`src/rtl/multicycle_pkg.sv`:
```
// Shared definitions for the multicycle controller: FSM state encoding,
// opcode constants (instr[6:2]) and the decoded opcode-class record.
// No ports; imported by op_class_dec and multicycle_ctrl.
package multicycle_pkg;

    typedef enum logic [2:0] {
        S_FETCH  = 3'd0,
        S_DECODE = 3'd1,
        S_EXEC   = 3'd2,
        S_MEM    = 3'd3,
        S_WB     = 3'd4,
        S_HALT   = 3'd5
    } state_t;

    localparam logic [4:0] OP_LUI    = 5'b01101;
    localparam logic [4:0] OP_AUIPC  = 5'b00101;
    localparam logic [4:0] OP_JAL    = 5'b11011;
    localparam logic [4:0] OP_JALR   = 5'b11001;
    localparam logic [4:0] OP_BRANCH = 5'b11000;
    localparam logic [4:0] OP_LOAD   = 5'b00000;
    localparam logic [4:0] OP_STORE  = 5'b01000;
    localparam logic [4:0] OP_ALUI   = 5'b00100;
    localparam logic [4:0] OP_ALU    = 5'b01100;

    // Everything the FSM needs to know about an instruction after DECODE.
    typedef struct packed {
        logic legal;
        logic branch;
        logic load;
        logic store;
        logic regwrite;
    } op_class_t;

endpackage

```
`src/rtl/op_class_dec.sv`:
```
// Combinational opcode classifier.
// Ports:
//   op  - opcode field instr[6:2]
//   cls - legal/branch/load/store/regwrite flags; all zero for an unknown opcode
module op_class_dec
    import multicycle_pkg::*;
(
    input  logic [4:0] op,
    output op_class_t  cls
);

    always_comb begin
        cls = '0;
        case (op)
            OP_BRANCH: begin
                cls.legal  = 1'b1;
                cls.branch = 1'b1;
            end
            OP_LOAD: begin
                cls.legal    = 1'b1;
                cls.load     = 1'b1;
                cls.regwrite = 1'b1;
            end
            OP_STORE: begin
                cls.legal = 1'b1;
                cls.store = 1'b1;
            end
            OP_LUI, OP_AUIPC, OP_JAL, OP_JALR, OP_ALUI, OP_ALU: begin
                cls.legal    = 1'b1;
                cls.regwrite = 1'b1;
            end
            default: cls = '0;
        endcase
    end

endmodule

```
`src/rtl/multicycle_ctrl.sv`:
```
// Multicycle CPU control FSM: FETCH -> DECODE -> EXEC -> [MEM] -> [WB] -> FETCH,
// with an absorbing HALT state, plus cycle and retired-instruction counters.
// Ports:
//   clk, rst            - clock, asynchronous active-high reset
//   op, is_halt         - opcode field and halt-word detect from the IR
//   imem_ready          - instruction word returned this cycle
//   dmem_ready          - data access completes this cycle
//   InstrMemEn, IRWr    - fetch request, IR load (IRWr gated by imem_ready)
//   MemEn, MemWr        - data request and write qualifier
//   RegWr, PCWr         - register file write, PC update (one per retirement)
//   state               - current FSM state (debug/observability)
//   done, illegal       - sticky halt / halted-on-unknown-opcode flags
//   cycle_cnt, instret  - non-HALT cycles since reset, retired instructions
//
// Memory handshake: a request (InstrMemEn in FETCH, MemEn in MEM) is held high
// every cycle until the matching ready is sampled high at a clock edge; that
// edge completes the transfer. A ready seen while no request is pending is
// ignored.
module multicycle_ctrl
    import multicycle_pkg::*;
(
    input  logic        clk,
    input  logic        rst,
    input  logic [4:0]  op,
    input  logic        is_halt,
    input  logic        imem_ready,
    input  logic        dmem_ready,
    output logic        InstrMemEn,
    output logic        IRWr,
    output logic        MemEn,
    output logic        MemWr,
    output logic        RegWr,
    output logic        PCWr,
    output logic [2:0]  state,
    output logic        done,
    output logic        illegal,
    output logic [31:0] cycle_cnt,
    output logic [31:0] instret
);

    state_t    cur, nxt;
    op_class_t dec_cls, cls_q;
    logic      illegal_q;
    logic      fetch_en, ir_wr, mem_en, mem_wr, reg_wr, pc_wr;

    op_class_dec u_op_class_dec (
        .op  (op),
        .cls (dec_cls)
    );

    // The class is captured in DECODE so later states never depend on op.
    always_ff @(posedge clk or posedge rst) begin
        if (rst) begin
            cur       <= S_FETCH;
            cls_q     <= '0;
            illegal_q <= 1'b0;
        end else begin
            cur <= nxt;
            if (cur == S_DECODE) begin
                cls_q <= dec_cls;
                if (!is_halt && !dec_cls.legal) begin
                    illegal_q <= 1'b1;
                end
            end
        end
    end

    always_comb begin
        nxt      = cur;
        fetch_en = 1'b0;
        ir_wr    = 1'b0;
        mem_en   = 1'b0;
        mem_wr   = 1'b0;
        reg_wr   = 1'b0;
        pc_wr    = 1'b0;
        case (cur)
            S_FETCH: begin
                fetch_en = 1'b1;
                if (imem_ready) begin
                    ir_wr = 1'b1;
                    nxt   = S_DECODE;
                end
            end
            S_DECODE: begin
                if (is_halt || !dec_cls.legal) begin
                    nxt = S_HALT;
                end else begin
                    nxt = S_EXEC;
                end
            end
            S_EXEC: begin
                if (cls_q.branch) begin
                    pc_wr = 1'b1;
                    nxt   = S_FETCH;
                end else if (cls_q.load || cls_q.store) begin
                    nxt = S_MEM;
                end else begin
                    nxt = S_WB;
                end
            end
            S_MEM: begin
                mem_en = 1'b1;
                mem_wr = cls_q.store;
                if (dmem_ready) begin
                    if (cls_q.store) begin
                        pc_wr = 1'b1;
                        nxt   = S_FETCH;
                    end else begin
                        nxt = S_WB;
                    end
                end
            end
            S_WB: begin
                reg_wr = 1'b1;
                pc_wr  = 1'b1;
                nxt    = S_FETCH;
            end
            S_HALT:  nxt = S_HALT;
            // Unused encodings park in HALT rather than retire garbage.
            default: nxt = S_HALT;
        endcase
    end

    // Reset masks the strobes combinationally: the state register already
    // reads FETCH during reset, which would otherwise raise InstrMemEn.
    assign InstrMemEn = fetch_en & ~rst;
    assign IRWr       = ir_wr    & ~rst;
    assign MemEn      = mem_en   & ~rst;
    assign MemWr      = mem_wr   & ~rst;
    assign RegWr      = reg_wr   & ~rst;
    assign PCWr       = pc_wr    & ~rst;

    assign state   = cur;
    assign done    = (cur == S_HALT);
    assign illegal = illegal_q;

    always_ff @(posedge clk or posedge rst) begin
        if (rst) begin
            cycle_cnt <= '0;
            instret   <= '0;
        end else begin
            if (cur != S_HALT) begin
                cycle_cnt <= cycle_cnt + 32'd1;
            end
            if (pc_wr) begin
                instret <= instret + 32'd1;
            end
        end
    end

endmodule

```
`config.mk`:
```
export PLATFORM = sky130hd
export DESIGN_NAME = multicycle_ctrl
export DESIGN_NICKNAME = d
export VERILOG_FILES = /design/src/rtl/multicycle_pkg.sv /design/src/rtl/op_class_dec.sv /design/src/rtl/multicycle_ctrl.sv
export SDC_FILE = /design/constraint.sdc
export NUM_CORES = 1
export LEC_CHECK = 0
export CORE_UTILIZATION = 49
export CTS_CLUSTER_DIAMETER = 150
export CTS_CLUSTER_SIZE = 12
export DETAILED_ROUTE_END_ITERATION = 16
export GPL_TIMING_DRIVEN = 0
export PLACE_DENSITY = 0.8
export SYNTH_ARGS = -nofsm -noshare
export SYNTH_HDL_FRONTEND = slang
export SYNTH_SLANG_ARGS = --single-unit
export TNS_END_PERCENT = 100
```
`constraint.sdc`:
```
create_clock -name clk -period 3.4 [get_ports clk]
set_clock_uncertainty 0.15 [all_clocks]
set_input_delay 0.68 -clock clk [delete_from_list [all_inputs] [get_ports clk]]
set_output_delay 0.68 -clock clk [all_outputs]
set_load 0.005 [all_outputs]
```
==> summary.txt <==
Outcome
  • Status: finished with violations
  • Failing checks: DRC

Layout
  • Finished Layout Cells: 468
  • Layout cells sized above 1: 9.21%
  • Final Cell Area: 4460 um2
  • Multi-input gate area: 1470 um2
  • Storage cell area: 1780 um2
  • # fillers: 508
  • Commonest cells after routing, fill and taps aside: clkdlybuf4s50_1, dfrtp_1, xnor2_1, nand3_1, nand2_1
  • Antenna diodes: 0
  • Nets: 399
  • Layout Utilization: 69.4%
  • Area grow syn2layout: 35.0%
  • Commonest non-fill, non-tap cell in the layout: clkdlybuf4s50_1

Synthesis
  • Cell Area, Synth: 3300 um2
  • Compound-gate portion of the synthesized area: 5.11%
  • Post-Synth XOR/XNOR Area: 16.4%
  • Post-synthesis adder-cell area fraction: 0.758%
  • YS warnings: 0
  • Synth Net Count: 304
  • Register area share after synthesis: 53.8%
  • Synthesis-stage register bit count: 71
  • Synth top area share: 53.8%
  • Mux cell area share after synthesis: 1.02%
  • Simple-gate portion of the synthesized area: 21.3%
  • Largest family of logic cells by synthesized area: simple AND/OR/NAND/NOR gates
  • Gate Count Post-Synth: 292
  • Synth cell types: 41
  • Syn Area/Cell: 11.3 um2
  • Most area-hungry cell type in the Yosys netlist: dfrtp_1
  • Largest cells by area after synthesis: dfrtp_1, xnor2_1, xor2_1, nand3_1, nand4_1

Clock tree
  • TritonCTS buffer count: 9
  • CTS Hold Bufs: 0
  • CTS Root Cell: clkbuf_8
  • CTS Buffer Depth: 2
  • Clock sink count: 71
  • Setup bufs post-CTS: 0
  • Clk_lat worst skew: 340 ps
  • Clock transition at path regs: 70 ps
  • CTS tree: yes
  • Number of H-tree levels: 3

Power and ir drop
  • Net Sw Power: 0.000434 W
  • PnR Total Power: 0.00187 W
  • Clk network pwr share: 38.5%
  • Gate power share: 10.2%
  • Sequential power share: 51.3%
  • Static leakage: 1.89 nW
  • Worst VDD drop: 0.392 mV
  • Net Sw Frac: 23.2%
  • Internal: 0.00144 W
  • PwrDens: 420 nW/um2

Route
  • DR iter-0 viols: 113
  • Wire per inst: 14.1 um
  • # DRC: 6
  • Detailed Routing Iterations Pass 1: 10
  • WL final: 6600 um
  • Antenna-violating nets left: 0
  • Detailed-route via count: 2485
  • Vias per inst: 5.31

GRT
  • Initial antenna violation count: 0
  • All-Layer GR Usage: 20.0%
  • GR met2 Demand/Resource: 32.3%
  • Vias in the first global route: 2379
  • Met1 Usage GRT: 25.9%
  • Largest net degree at the start of global routing: 73
  • Total grt overflow: 0
  • Met3 usage in global routing: 5.93%
  • Busiest grt layer: met2
  • First-pass GRT wire length: 11300 um

Placed design
  • HPWL after detailed placement: 4690 um
  • Placement Setup Slack: -145 ps
  • Buffers on Ports: 84
  • Placed inst area: 4240 um2
  • Routability Congestion: 0.868
  • Placed cells: 453

STA
  • Final hold vios: 0
  • Worst-margin pin slew: 602 ps
  • Achievable clock frequency: 306 MHz
  • Max Slew Vio Count: 0
  • Final Setup Violations: 0
  • Slew margin rel.: 59.5%
  • Post-layout min period: 3260 ps
  • Final Cycle Share: 96.0%
  • RSZ-0062 raised after global routing: no
  • Slack of the critical path: 137 ps

Worst setup path
  • CP Class: input port to primary output
  • R2R Path Start: state[0]$_DFFE_PP0P_
  • Critical path origin: dmem_ready
  • Peak fanout along the critical path: 6
  • R2R depth: 6
  • Setup crit end kind: primary output
  • Worst EP arrival: 2430 ps
  • Required time worst endpoint: 2570 ps
  • Critical Path Start Type: input port

Floorplanning
  • Die H: 84.1 um
  • Chip Width: 84.1 um
  • Row cnt: 29
  • Die Outline Area: 7070 um2
  • Core area: 6420 um2
  • # IOs: 85
  • Initial core utilization: 51.4%

Worst hold path
  • Hold Path Class: flop to flop
  • Hold Crit Depth: 1
  • Hold path start: cycle_cnt[31]$_DFFE_PP0N_

Run
  • Max Cap Viol: 0
-- synthesized netlist by cell type (all sizes together) --
cell type / n
a211o: 1
a211oi: 3
a21oi: 4
a22o: 2
a311oi: 1
a31oi: 2
and2: 4
and3: 10
and4: 9
buf: 2
dfrtp: 71
ha: 2
inv: 11
mux2: 3
nand2: 23
nand2b: 1
nand3: 29
nand3b: 1
nand4: 16
nor2: 16
nor3: 7
nor4: 3
o2111a: 1
o2111ai: 1
o21ai: 2
o21bai: 1
o31ai: 1
o41ai: 1
or3: 1
or4: 1
xnor2: 44
xor2: 18
-- per-layer routing --
layer | share of wire, % | vias up
met5 | 0 | -
met1 | 46 | 1198
li1 | - | 1214
met4 | 1.4 | 0
met2 | 48 | 65
met3 | 4.6 | 8
-- final timing paths --
path                       slack [ps]                        end
setup / recovery                  140                       PCWr
hold / removal                    320  cycle_cnt[31]$_DFFE_PP0N_
setup reg to reg                 1260  cycle_cnt[30]$_DFFE_PP0N_
hold reg to reg                   320  cycle_cnt[31]$_DFFE_PP0N_
max in group asynchronous        2000  cycle_cnt[22]$_DFFE_PP0N_
min in group asynchronous         750       state[0]$_DFFE_PP0P_
-- power by group through the flow --
stage	Clock [W]	Combinational, W	Sequential [W]
after global routing	0.000779	0.000214	0.000972
final	0.000721	0.000191	0.000961
after CTS	0.000743	0.000196	0.000962
after floorplan	0	0.0000757	0.000970
after detailed placement	0	0.000195	0.000978
after global placement	0	0.000192	0.000976
-- critical path: stages --
cell	delay, ps
clkdlybuf4s50_1	510
nand3_1	90
a211o_1	430
a21oi_1	200
clkdlybuf4s50_1	520
-- kinds of logic after synthesis --
| kind of cell | after synthesis |
|---|---|
| AOI/OAI and AO/OA | 20 |
| xor gates and xnor gates | 62 |
| adders and majority gates | 2 |
| buffers and inverters | 13 |
| DFF | 71 |
| muxes | 3 |
| and+or+nand+nor | 121 |
-- state kept, by name, summed over array words and instances (netlist names) --
signal	flops
cls_q	3
state	3
cycle_cnt	32
instret	32
illegal	1
-- repair_timing --
item                       CTS  global route
setup endpoints to repair    1             1
gates cloned                 0             0
hold endpoints to repair     0             0
resized for setup            1             2
-- final cells by class --
type	instances	area share [%]
Buffer	2	0.281
Clock buffer	11	3.17
Clock inverter	4	1.57
Inverter	11	1.09
Multi-Input combinational cell	208	33.0
Sequential cell	71	39.8
Tap cell	77	2.16
Timing Repair Buffer	84	18.9
-- metrics by stage --
step / hold WS (ps) / setup TNS [ps]
floorplan: 304 / 0
global placement: 302 / -38300
detailed placement: 311 / -145
CTS: 328 / 0
global route: 339 / 0
finish: 322 / 0
(Power assumes the default switching activity.)
